### src/rtl/sram_ctrl_pkg.sv
// sram_ctrl_pkg: shared types and default timing for the SRAM initiator.
// SRAM_CTRL_BYTE_MERGE_EN adds the MERGE state used for read-modify-write
// of partial (single-byte) writes.
package sram_ctrl_pkg;

  localparam int DEF_WR_CYCLES = 3;
  localparam int DEF_RD_CYCLES = 2;

  // Strobe vector order: {ce_n, oe_n, we_n, lb_n, ub_n}
  localparam logic [4:0] STB_OFF  = 5'b11111;
  localparam logic [4:0] STB_READ = 5'b00100;

  typedef enum logic [2:0] {
    S_IDLE    = 3'd0,
    S_WRITE   = 3'd1,
    S_READ    = 3'd2,
    S_CAPTURE = 3'd3
`ifdef SRAM_CTRL_BYTE_MERGE_EN
    , S_MERGE = 3'd4
`endif
  } state_t;

  function automatic logic [4:0] stb_write(input logic [1:0] be);
    return {3'b000, ~be[0], ~be[1]};
  endfunction

endpackage

### src/rtl/sram_ctrl_byte_merge.sv
// sram_ctrl_byte_merge: combinational byte lane select; lanes with be set
// take new_data, the others keep old_data. Used only when
// SRAM_CTRL_BYTE_MERGE_EN is defined.
module sram_ctrl_byte_merge #(
  parameter int DATA_W = 16
) (
  input  logic [1:0]        be,
  input  logic [DATA_W-1:0] old_data,
  input  logic [DATA_W-1:0] new_data,
  output logic [DATA_W-1:0] merged
);
  localparam int H = DATA_W / 2;

  assign merged = {be[1] ? new_data[DATA_W-1:H] : old_data[DATA_W-1:H],
                   be[0] ? new_data[H-1:0]      : old_data[H-1:0]};
endmodule

### src/rtl/sram_ctrl.sv
// sram_ctrl: single-word request/done initiator for the 16-bit async SRAM.
// All SRAM-facing signals are registered and only change on state changes.
// Optional: SRAM_CTRL_BYTE_MERGE_EN turns partial writes into
// read / merge / full-word write.
module sram_ctrl
  import sram_ctrl_pkg::*;
#(
  parameter int ADDR_W    = 16,
  parameter int DATA_W    = 16,
  parameter int WR_CYCLES = DEF_WR_CYCLES,
  parameter int RD_CYCLES = DEF_RD_CYCLES
) (
  input  logic              clk,
  input  logic              rst_n,
  input  logic              req,
  input  logic              we,
  input  logic [1:0]        be,
  input  logic [ADDR_W-1:0] addr,
  input  logic [DATA_W-1:0] wdata,
  output logic              ready,
  output logic              done,
  output logic [DATA_W-1:0] rdata,
  output logic              sram_ce_n,
  output logic              sram_oe_n,
  output logic              sram_we_n,
  output logic              sram_lb_n,
  output logic              sram_ub_n,
  output logic [ADDR_W-1:0] sram_addr,
  output logic [DATA_W-1:0] sram_din,
  input  logic [DATA_W-1:0] sram_dout
);

  localparam logic [1:0] WR_LOAD = 2'(WR_CYCLES - 1);
  localparam logic [1:0] RD_LOAD = 2'(RD_CYCLES - 1);

  state_t            state, nstate;
  logic [1:0]        timer, ntimer;
  logic [1:0]        be_q, nbe;
  logic [4:0]        stb, nstb;
  logic              ndone;
  logic [DATA_W-1:0] nrdata, ndin;
  logic [ADDR_W-1:0] naddr;

`ifdef SRAM_CTRL_BYTE_MERGE_EN
  logic              merge_q, nmerge;
  logic [DATA_W-1:0] merged;

  sram_ctrl_byte_merge #(.DATA_W(DATA_W)) u_merge (
    .be       (be_q),
    .old_data (sram_dout),
    .new_data (sram_din),
    .merged   (merged)
  );
`endif

  assign ready = (state == S_IDLE);
  assign {sram_ce_n, sram_oe_n, sram_we_n, sram_lb_n, sram_ub_n} = stb;

  // State and all SRAM-facing registers; reset aborts any access in flight.
  always_ff @(posedge clk) begin
    if (!rst_n) begin
      state     <= S_IDLE;
      timer     <= 2'd0;
      be_q      <= 2'b00;
      stb       <= STB_OFF;
      done      <= 1'b0;
      rdata     <= '0;
      sram_addr <= '0;
      sram_din  <= '0;
`ifdef SRAM_CTRL_BYTE_MERGE_EN
      merge_q   <= 1'b0;
`endif
    end else begin
      state     <= nstate;
      timer     <= ntimer;
      be_q      <= nbe;
      stb       <= nstb;
      done      <= ndone;
      rdata     <= nrdata;
      sram_addr <= naddr;
      sram_din  <= ndin;
`ifdef SRAM_CTRL_BYTE_MERGE_EN
      merge_q   <= nmerge;
`endif
    end
  end

  // Next state plus the values the registered strobes/bus take on entry.
  always_comb begin
    nstate = state;
    ntimer = timer;
    nbe    = be_q;
    nstb   = stb;
    ndone  = 1'b0;
    nrdata = rdata;
    naddr  = sram_addr;
    ndin   = sram_din;
`ifdef SRAM_CTRL_BYTE_MERGE_EN
    nmerge = merge_q;
`endif
    case (state)
      S_IDLE: begin
        if (req) begin
          naddr = addr;
          ndin  = wdata;
          nbe   = be;
          if (we && (be == 2'b00)) begin
            // Nothing to write: complete without touching the memory.
            ndone = 1'b1;
          end else if (we) begin
`ifdef SRAM_CTRL_BYTE_MERGE_EN
            if (be != 2'b11) begin
              nstate = S_READ;
              ntimer = RD_LOAD;
              nstb   = STB_READ;
              nmerge = 1'b1;
            end else begin
`endif
              nstate = S_WRITE;
              ntimer = WR_LOAD;
              nstb   = stb_write(be);
`ifdef SRAM_CTRL_BYTE_MERGE_EN
            end
`endif
          end else begin
            nstate = S_READ;
            ntimer = RD_LOAD;
            nstb   = STB_READ;
`ifdef SRAM_CTRL_BYTE_MERGE_EN
            nmerge = 1'b0;
`endif
          end
        end
      end
      S_WRITE: begin
        if (timer == 2'd0) begin
          nstate = S_IDLE;
          nstb   = STB_OFF;
          ndone  = 1'b1;
        end else begin
          ntimer = timer - 2'd1;
        end
      end
      S_READ: begin
        if (timer == 2'd0) begin
          nstb   = STB_OFF;
`ifdef SRAM_CTRL_BYTE_MERGE_EN
          nstate = merge_q ? S_MERGE : S_CAPTURE;
`else
          nstate = S_CAPTURE;
`endif
        end else begin
          ntimer = timer - 2'd1;
        end
      end
      S_CAPTURE: begin
        nrdata = sram_dout;
        nstate = S_IDLE;
        ndone  = 1'b1;
      end
`ifdef SRAM_CTRL_BYTE_MERGE_EN
      // Merged word goes back as a full-word write; rdata is left alone.
      S_MERGE: begin
        ndin   = merged;
        nstate = S_WRITE;
        ntimer = WR_LOAD;
        nstb   = stb_write(2'b11);
      end
`endif
      default: begin
        nstate = S_IDLE;
        nstb   = STB_OFF;
      end
    endcase
  end

endmodule

### config.mk
export PLATFORM = sky130hd
export DESIGN_NAME = sram_ctrl
export DESIGN_NICKNAME = d
export VERILOG_FILES = /design/src/rtl/sram_ctrl_pkg.sv /design/src/rtl/sram_ctrl_byte_merge.sv /design/src/rtl/sram_ctrl.sv
export SDC_FILE = /design/constraint.sdc
export NUM_CORES = 1
export LEC_CHECK = 0
export CORE_ASPECT_RATIO = 0.6
export CORE_UTILIZATION = 30
export DETAILED_ROUTE_END_ITERATION = 6
export HOLD_SLACK_MARGIN = 0.1
export PLACE_DENSITY = 0.57
export SLEW_MARGIN = 20
export SYNTH_ARGS = -nofsm -noshare
export SYNTH_HDL_FRONTEND = slang
export SYNTH_SLANG_ARGS = --single-unit
### constraint.sdc
create_clock -name clk -period 2.42 [get_ports clk]
set_input_delay 0.242 -clock clk [delete_from_list [all_inputs] [get_ports clk]]
set_output_delay 0.242 -clock clk [all_outputs]
set_load 0.05 [all_outputs]
== Yosys cells after proc, flatten, opt, wreduce, memory -nomap -nowiden ==
Cells that the tools add are included.

* Input bits: 54
* Output and inout port bits: 55
* Bits in registers: 59

* Bitwise gates (word level): 3
* $add $sub $neg: 1
* Reductions and logical operators: 10
* Muxes and demuxes: 20
* Equality and inequality tests: 9

{| class="wikitable"
|+ Operator list
! cell !! count
|-
| 3-bit two-way mux || 5
|-
| 5-bit two-way mux || 3
|-
| 5-bit one-hot mux with 3 select lines || 1
|-
| 4-bit AND reduction || 3
|-
| 2-bit two-way mux || 5
|-
| 2-bit inequality test (second input constant) || 5
|-
| 3-bit one-hot mux with 3 select lines || 1
|-
| 3-bit by 2-bit == test with 1-bit output (second input constant) || 2
|-
| 2-bit logical NOT || 2
|-
| 2-bit one-hot mux with 2 select lines || 1
|-
| 3-bit by 1-bit == test with 1-bit output (second input constant) || 1
|-
| 3-bit logical NOT || 1
|-
| 1-bit two-way mux || 3
|-
| 1-bit NOT || 3
|-
| 1-bit one-hot mux with 3 select lines || 1
|-
| 2-bit by 1-bit inequality test with 1-bit output (second input constant) || 1
|-
| 2-bit AND reduction || 1
|-
| 2-bit nonzero test || 1
|-
| 2-bit OR reduction || 1
|-
| 2-bit by 1-bit subtractor with 2-bit output (second input constant) || 1
|-
| 1-bit logical AND || 1
|}

== Longest topological paths before layout ==
Gate-level depths: netlist (run 1).

* Word-level depth: 5
* Depth in mapped cells: 8
* Depth with buffers taken out: 5

== Least setup slack after synthesis (run 1) ==
No wires, ideal clock.

* Path kind: flip-flop to flip-flop
* Start point: reg state[0]
* End point: reg stb[0]
* Data required time: 2.299 ns
* Cell stages (with the launch flop): 7
* Path slack: 0.299 ns
* Clock period less this slack: 2.121 ns
* Data arrival time: 2.000 ns
* Cell sequence: dfxtp_1 inv_1 ha_1 buf_2 nor2b_4 or4_4 mux2_4

* Elaborated cells on any way between the ends: 11
* Those cells by class: eq/ne (6); mux (1); bitwise (1); reduce/logical (3)

{| class="wikitable"
|+ RTL lines
! element !! line !! text
|-
| start, declared || sram_ctrl.sv:36 || <nowiki>state_t state, nstate;</nowiki>
|-
| start signal, assigned || sram_ctrl.sv:74 || <nowiki>state <= nstate;</nowiki>
|-
| 3-bit logical NOT * || - ||
|-
| net ready || sram_ctrl.sv:20 || <nowiki>output logic ready,</nowiki>
|-
| 2-bit inequality test (no line) || - ||
|-
| 4-bit AND reduction (no line) || - ||
|-
| end signal, assigned || sram_ctrl.sv:77 || <nowiki>stb <= nstb;</nowiki>
|-
| end, declared || sram_ctrl.sv:39 || <nowiki>logic [4:0] stb, nstb;</nowiki>
|}

Mark *: on every way through the listed nets, which the timed path passes. The rest lies on a longest branch.
A chain may end at the register's enable or synchronous reset.

== Worst setup path after layout (run 1) ==
* Start point: reg state[1]
* End point: out ready

* Cells in the longest elaborated chain, start to end: 1

{| class="wikitable"
|+ RTL lines
! element !! line !! text
|-
| 3-bit logical NOT || sram_ctrl.sv:56 || <nowiki>assign ready = (state == S_IDLE);</nowiki>
|-
| end, declared || sram_ctrl.sv:20 ||
|}

Every way passes these cells.

==> results.cfg, run 1 <==
[route]
drt-total-wl_mm = 6.23
drtIter0Drc = 47
routedWlPerCell_um = 13.3
viasPerCell = 4.35
vias = 2033
drt_pre_antenna_iters = 4
drtAntennaViolNets = 0
drc = 0

[logic_synthesis]
yosysWarnings = 0
yosysUniqueCellTypes = 35
async_reset_ff_share_pct = 0
ys_top_cells_by_area = dfxtp_1 (48%), nand2_1 (11%), a21boi_0 (10%)
ys_seq_elements = 57
synth-edff-count = 0
syn_area_mm2 = 0.00239
synthCells = 252
synth_top_area_cell = dfxtp_1
synth.top_cell.area_share_pct = 47.8
synthesis.nets = 311
syn_avg_cell_area_um2 = 9.48
yosysSeqAreaShare_pct = 47.8
synthFlopType = dfxtp_1

[cts]
cts_max_path_buffers = 2
htreeDepth = 3
cts_root_buf = clkbuf_16
clk_pin_slew_ns = 0.05
post_cts_buffers = 0
post_cts_resized = 0
cts.hold.buffers_added = 0
numCtsBuffers = 9
clk_latency_ns = 0.33
cts.sinks = 57
cts_tree = done

[setup_path]
rr_worst_depth = 5
worstSetupStartpointType = register
cp-startpoint = state[1]
reg2reg_from = state[0]
rr_endpoint = stb[1]
r2r_setup_slack_ns = 0.37
cp.required_ns = 2.18
cp-end-kind = output pin
critPathMaxFanout = 12
worst-setup-path-type = reg -> out
arrival_ns = 2.01

[place]
hpwl_mm = 4.41
io_buffers = 108
place_congestion = 0.727
placed_cells = 452

[cells_and_area]
drive_gt1_share_pct = 7.44
multi_input_area_mm2 = 0.00114
post-route-util_pct = 50.8
fillCellCount = 721
fin_cells = 467
ff_latch_area_mm2 = 0.00114
syn_to_final_growth_pct = 59.1
fin_nets = 418
antenna_cells = 0

[hold_path]
hold_start = rst_n
min_path_cells = 2
worstHoldPathType = in -> reg
min_to = state[1]

[global_route]
gr-usage-all-layers_pct = 16.1
antenna_found_initial = 0
grt_pass1_wl_mm = 9.85
grt_max_degree = 37
grt_overflow_total = 0
grt_pass1_vias = 2000

[sta]
rsz0062_at_grt = no
setup_violations = 0
final-hold-violation-count = 0
fin_tns_setup_ns = 0
post-route-period-util_pct = 93.1
slew_violations = 0
clock_skew_ns = 0.00774
min_period_ns = 2.25
fmax_mhz = 444
slew_headroom_pct = 63.1
worst_pin_slew_ns = 0.552

[die]
die_y_um = 71.1
dieArea_mm2 = 0.00833
num_rows = 24
die_w_um = 117
ios = 109
start_util_pct = 31.9
core_mm2 = 0.00748

[pwr]
p_leak_nw = 1.39
max-vdd-ir-drop_v = 0.000427
p_per_area_mw_per_mm2 = 1150

[run_status]
status = finished, final reports clean

[job]
drv_cap = 0
-- cell type report --
cell class | instances | share of cell area [%]
sequential | 57 | 30.0
multi-input combinational | 173 | 30.0
timing repair buffer | 113 | 29.3
clock buffer | 15 | 6.78
tap | 104 | 3.42
inverter | 5 | 0.494
-- cells in the mapped netlist (2+ instances only) --
cell type and count:
a21boi_0 32, and2_1 2, buf_2 5, clkbuf_1 9, dfxtp_1 57, ha_1 5, inv_1 5, mux2_4 3
mux2i_1 17, nand2_1 68, nand2b_1 3, nor2b_1 17, o211ai_1 2, o311a_1 2, o31ai_1 3, or2b_1 3
-- cells in the final DEF, fill, tap and decap left out, drive strengths merged --
| cell type | n |
|---|---|
| clkdlybuf4s50 | 107 |
| nand2 | 68 |
| dfxtp | 57 |
| a21boi | 32 |
| nor2b | 18 |
| mux2i | 17 |
| clkbuf | 15 |
| buf | 6 |
| inv | 5 |
| ha | 5 |
| o31ai | 3 |
| or2b | 3 |
| mux2 | 3 |
| nand2b | 3 |
| and2 | 2 |
| o211ai | 2 |
| o311a | 2 |
| and4bb | 1 |
| and2b | 1 |
| or4 | 1 |
| a21o | 1 |
| nand3 | 1 |
| o21ba | 1 |
| or3 | 1 |
| a211oi | 1 |
| a21oi | 1 |
| o31a | 1 |
| nor3b | 1 |
| nand3b | 1 |
| a211o | 1 |
| o211a | 1 |
| a32o | 1 |
-- per-stage QoR --
step	power (mW)	hold WS [ns]	setup slack, ns	cell area, um2
6_report	4.37	0.378	0.168	3800
5_1_grt	4.65	0.400	0.0430	3800
4_1_cts	4.44	0.373	0.147	3800
3_5_place_dp	3.30	0.456	0.382	3540
3_3_place_gp	3.29	0.447	0.415	3540
2_1_floorplan	2.69	0.387	0.299	2390
-- cell families after synthesis --
kind of cell	Yosys count	synth area share (%)
AO/OA/AOI/OAI	47	15.5
adder cells (fa/ha/maj)	5	2.62
buffers and inverters	22	4.56
flip-flops	57	47.8
multiplexers	20	9.01
AND/OR/NAND/NOR	101	20.6
-- how the worst max path moves through the flow --
stage	endpoint	slack (ns)
after floorplan	stb[0]	0.30
after global placement	stb[1]	0.42
after detailed placement	stb[1]	0.38
after CTS	ready	0.15
after global routing	ready	0.04
final	ready	0.17
-- layer usage --
| layer | part of all wire (%) | global-route usage (%) |
|---|---|---|
| met1 | 52 | 21.0 |
| met2 | 36 | 20.4 |
| met3 | 11 | 10.3 |
| met4 | 1.4 | 7.17 |
| met5 | 0 | 0 |
-- state kept, by name (all words and copies together), names as in the netlist --
register and cells:
done 1, rdata 16, sram_addr 16, sram_din 16
state 2, stb 4, timer 2
-- report_power, final --
part | internal [mW] | leakage [nW] | switching, mW
Sequential | 1.14 | 0.466 | 0.106
Clock | 0.713 | 0.124 | 0.391
Combinational | 0.785 | 0.798 | 1.24
Total | 2.64 | 1.39 | 1.74
-- worst max-delay path: stages, from the launching register on --
cell and delay (ns):
dfxtp_1 0.32, inv_1 0.11, ha_1 0.37, clkdlybuf4s50_1 0.87
No activity file was read; power rests on OpenSTA's default activity.
==> inputs of run 2 (changes only) <==
--- a/config.mk
+++ b/config.mk
@@ -8,9 +8,10 @@
 export CORE_ASPECT_RATIO = 0.6
 export CORE_UTILIZATION = 30
 export DETAILED_ROUTE_END_ITERATION = 6
+export GPL_TIMING_DRIVEN = 0
 export HOLD_SLACK_MARGIN = 0.1
-export PLACE_DENSITY = 0.57
-export SLEW_MARGIN = 20
+export PLACE_DENSITY = 0.59
+export SLEW_MARGIN = 30
 export SYNTH_ARGS = -nofsm -noshare
 export SYNTH_HDL_FRONTEND = slang
 export SYNTH_SLANG_ARGS = --single-unit
==> constraint.sdc (replaced) <==
create_clock -name clk -period 1.9 [get_ports clk]
set_input_delay 0.19 -clock clk [delete_from_list [all_inputs] [get_ports clk]]
set_output_delay 0.19 -clock clk [all_outputs]
set_load 0.05 [all_outputs]
==> run 2 against run 1 <==
  * Power grew 31%
  * Combinational power grew 32%
  * Final area rose by 2.5%
  * Clock skew shrank 0.0034 ns
  * Sequential power is 27% higher
  * Worst setup slack got worse by 0.066 ns
  * Hold slack improved by 0.048 ns
  * Via count grew 3.8%
  * Die area unchanged
==> results.cfg, run 2 (synthesis results as in run 1) <==
[cts]
cts.hold.buffers_added = 0
post_cts_buffers = 0
clk_latency_ns = 0.32
cts_tree = done
cts.sinks = 57
clk_pin_slew_ns = 0.05
htreeDepth = 3
numCtsBuffers = 9
cts_root_buf = clkbuf_16
cts_max_path_buffers = 2

[global_route]
grt_pass1_vias = 2048
antenna_found_initial = 0
grt_pass1_wl_mm = 9.97
grt_overflow_total = 0
grt_max_degree = 11
gr-usage-all-layers_pct = 16.2

[route]
drtIter0Drc = 76
vias = 2110
viasPerCell = 4.41
routedWlPerCell_um = 13.2
drtAntennaViolNets = 0
drt-total-wl_mm = 6.33
drc = 0
drt_pre_antenna_iters = 4

[cells_and_area]
drive_gt1_share_pct = 10.7
fin_area_mm2 = 0.00390
final_common_cell = clkdlybuf4s50_1
syn_to_final_growth_pct = 63.1
fin_nets = 429
fillCellCount = 716
reg_top3 = rdata x16, sram_addr x16, sram_din x16
fin_cells = 479
final_cell_mix = clkdlybuf4s50_1 (107), nand2_1 (68), dfxtp_1 (55)
antenna_cells = 0

[hold_path]
worstHoldPathType = in -> reg

[pwr]
power.total_mw = 5.71
p_leak_nw = 1.44
p_per_area_mw_per_mm2 = 1470
max-vdd-ir-drop_v = 0.000558

[sta]
slew_headroom_pct = 63.9
setup_ws_ns = 0.102
setup_violations = 0
rsz0062_at_grt = no
min_period_ns = 1.80
fmax_mhz = 556
fin_tns_setup_ns = 0
clock_skew_ns = 0.00435
post-route-period-util_pct = 94.7
final-hold-violation-count = 0
worst_pin_slew_ns = 0.539
slew_violations = 0

[place]
hpwl_mm = 4.66
io_buffers = 108
pre_cts_slack_ns = -0.112
place_area_mm2 = 0.00361
place_congestion = 0.784
placed_cells = 464

[setup_path]
cp-end-kind = register
critPathMaxFanout = 10
cp.required_ns = 2.10
worst-setup-path-type = reg -> reg
arrival_ns = 2.00
worstSetupStartpointType = register

[die]
num_rows = 24
dieArea_mm2 = 0.00833
ios = 109
die_y_um = 71.1
die_w_um = 117
core_mm2 = 0.00748
start_util_pct = 31.9

[run_status]
status = finished, final reports clean

[job]
drv_cap = 0
[run 2: changes by cell type in the layout (fill, tap and decap cells not counted), moves of 3 or more]
cell | before | now
clkinv_2 | 0 | 3
clkbuf_4 | 0 | 3
buf_4 | 5 | 1
clkbuf_2 | 0 | 3
[run 2: final cells by class]
class                   instances  area, um2  share of cell area (%)
plain buffers                  16       97.6                    2.50
repair buffers                108       1080                    27.7
well taps                     104        130                    3.34
clock inverters                 3       15.0                   0.385
inverters                       5       18.8                   0.482
clock buffers                  13        260                    6.68
flip-flops and latches         57       1140                    29.4
multi-input cells             173       1150                    29.5
[run 2: through the flow]
stage          util [%]  hold WS, ns
3_5_place_dp       48.3        0.456
5_1_grt            52.1        0.429
4_1_cts            52.0        0.410
6_report           52.1        0.426
2_1_floorplan         -        0.335
3_3_place_gp       48.3        0.447
[run 2: layer usage]
layer	vias up	wire length (um)	track usage, %
met4	0	59	5.91
li1	1076	-	-
met3	7	751	9.94
met2	91	2510	22.5
met5	-	0	0
met1	936	3010	20.2
[run 2: worst max-delay path: stages, from the launching register on]
cell     delay (ns)
dfxtp_2        0.34
inv_2          0.06
ha_4           0.16
buf_2          0.16
nor2b_4        0.16
or3_2          0.46
o311a_1        0.33
[run 2: final timing paths]
path,start,endpoint,slack (ns),cells past startpoint
max,state[1],state[1],0.10,6
min,addr[6],sram_addr[6],0.43,3
max reg2reg,state[1],state[1],0.10,6
min reg2reg,sram_din[15],sram_din[15],0.46,2
[run 2: what timing repair did]
action	in CTS	in global routing
resized for setup	2	12
pin swaps	0	1
setup endpoints to repair	4	36
cloned	0	0
[run 2: where the power goes]
part	leakage, nW	switching (mW)	total (mW)	internal (mW)
sequential	0.467	0.131	1.58	1.45
clock	0.139	0.513	1.46	0.944
combinational	0.839	1.60	2.67	1.07
==> inputs of run 3 (changes only) <==
--- a/config.mk
+++ b/config.mk
@@ -11,6 +11,7 @@
 export GPL_TIMING_DRIVEN = 0
 export HOLD_SLACK_MARGIN = 0.1
 export PLACE_DENSITY = 0.59
+export SKIP_CTS_REPAIR_TIMING = 1
 export SLEW_MARGIN = 30
 export SYNTH_ARGS = -nofsm -noshare
 export SYNTH_HDL_FRONTEND = slang
==> run 3 against run 2 <==
  * Register-to-register slack barely moved
  * Non-clock buffer count did not move
  * Sequential power hardly changed
  * Final area barely moved
  * Flip-flop and latch count unchanged
  * Clock-buffer cell count is the same
  * Via count unchanged
  * Clock skew unchanged
  * Critical path type unchanged
  * Largest power group unchanged
==> results.cfg, run 3 (synthesis results as in run 1) <==
[route]
drc = 0
routedWlPerCell_um = 13.2
viasPerCell = 4.41
drtIter0Drc = 77
drt-total-wl_mm = 6.33
vias = 2110
drtAntennaViolNets = 0
drt_pre_antenna_iters = 4

[place]
hpwl_mm = 4.66
place_congestion = 0.784
io_buffers = 108
pre_cts_slack_ns = -0.112
place_area_mm2 = 0.00361

[setup_path]
path_buf_inv = 2
worstSetupStartpointType = register
cp_slowest_stage_delay_ns = 0.46
worst-setup-path-type = reg -> reg
crit_slowest_cell = or3_2
cp-end-kind = register
cp.required_ns = 2.10
critPathTopFamily = simple AND/OR/NAND/NOR gates
r2r_setup_slack_ns = 0.10
path_cells = inv_2 > ha_4 > buf_2 > nor2b_4 > or3_2 > o311a_1
critPathMaxFanout = 10
arrival_ns = 2.00

[sta]
min_period_ns = 1.80
setup_ws_ns = 0.101
holdWs_ns = 0.426
worst_pin_slew_ns = 0.539
setup_violations = 0
clock_skew_ns = 0.00435
fin_tns_setup_ns = 0
slew_headroom_pct = 63.9
slew_violations = 0
rsz0062_at_grt = no
fmax_mhz = 556
post-route-period-util_pct = 94.7
final-hold-violation-count = 0

[die]
core_mm2 = 0.00748
dieArea_mm2 = 0.00833
die_y_um = 71.1
num_rows = 24
ios = 109
start_util_pct = 31.9
die_w_um = 117

[pwr]
max-vdd-ir-drop_v = 0.000559
p_per_area_mw_per_mm2 = 1470
p_leak_nw = 1.45

[global_route]
antenna_found_initial = 0
grt_pass1_vias = 2048
gr-usage-all-layers_pct = 16.2
grt_overflow_total = 0
grt_pass1_wl_mm = 9.97
grt_max_degree = 11

[cells_and_area]
reg_top3 = rdata x16, sram_addr x16, sram_din x16
antenna_cells = 0
final_cell_mix = clkdlybuf4s50_1 (107), nand2_1 (68), dfxtp_1 (55)
fin_nets = 429
fillCellCount = 716
fin_area_mm2 = 0.00390
drive_gt1_share_pct = 10.7
final_common_cell = clkdlybuf4s50_1
syn_to_final_growth_pct = 63.3

[cts]
clk_pin_slew_ns = 0.05
cts_root_buf = clkbuf_16
clk_latency_ns = 0.32
cts_max_path_buffers = 2
numCtsBuffers = 9
cts.sinks = 57
cts_tree = done
htreeDepth = 3

[hold_path]
worstHoldPathType = in -> reg

[run_status]
status = finished, final reports clean

[job]
drv_cap = 0
[run 3: path summary, 6_finish.rpt]
kind | from | end | depth (start not counted)
setup / recovery | state[1] | state[1] | 6
hold reg to reg | sram_din[15] | sram_din[15] | 2
hold / removal | addr[6] | sram_addr[6] | 3
setup reg to reg | state[1] | state[1] | 6
[run 3: per-layer routing]
| metal | wire length, um | share of wire, % | up-vias | GRT usage [%] |
|---|---|---|---|---|
| met1 | 3000 | 47 | 936 | 20.2 |
| met3 | 751 | 12 | 7 | 9.94 |
| met5 | 0 | 0 | - | 0 |
| met2 | 2510 | 40 | 91 | 22.5 |
| met4 | 59 | 0.93 | 0 | 5.91 |
| li1 | - | - | 1076 | - |
[run 3: power by group]
| group | internal (mW) | leakage [nW] | total, mW | switching, mW |
|---|---|---|---|---|
| sequential | 1.45 | 0.467 | 1.58 | 0.131 |
| clock | 0.944 | 0.139 | 1.46 | 0.513 |
| combinational | 1.08 | 0.846 | 2.68 | 1.60 |
[run 3: tightest hold or removal path, delay by kind of cell]
kind,cells,cell delay (ns)
compound gates,1,0.06
simple gates,1,0.05
buf+inv,1,0.40
[run 3: layout make-up]
| type | instances | area (um2) | share of cell area [%] |
|---|---|---|---|
| multi-input combinational | 173 | 1150 | 29.5 |
| tap | 104 | 130 | 3.34 |
| clock buffer | 13 | 260 | 6.67 |
| sequential | 57 | 1140 | 29.3 |
| inverter | 5 | 18.8 | 0.481 |
| clock inverter | 3 | 15.0 | 0.385 |
| buffer | 16 | 97.6 | 2.50 |
| timing repair buffer | 108 | 1080 | 27.8 |
[run 3: per-stage QoR]
stage               cells  utilization, %  total power [mW]
floorplan             252               -              3.48
global placement      464            48.3              4.26
detailed placement    464            48.3              4.29
CTS                   480            52.0              5.79
global route          479            52.2              6.07
finish                479            52.2              5.72
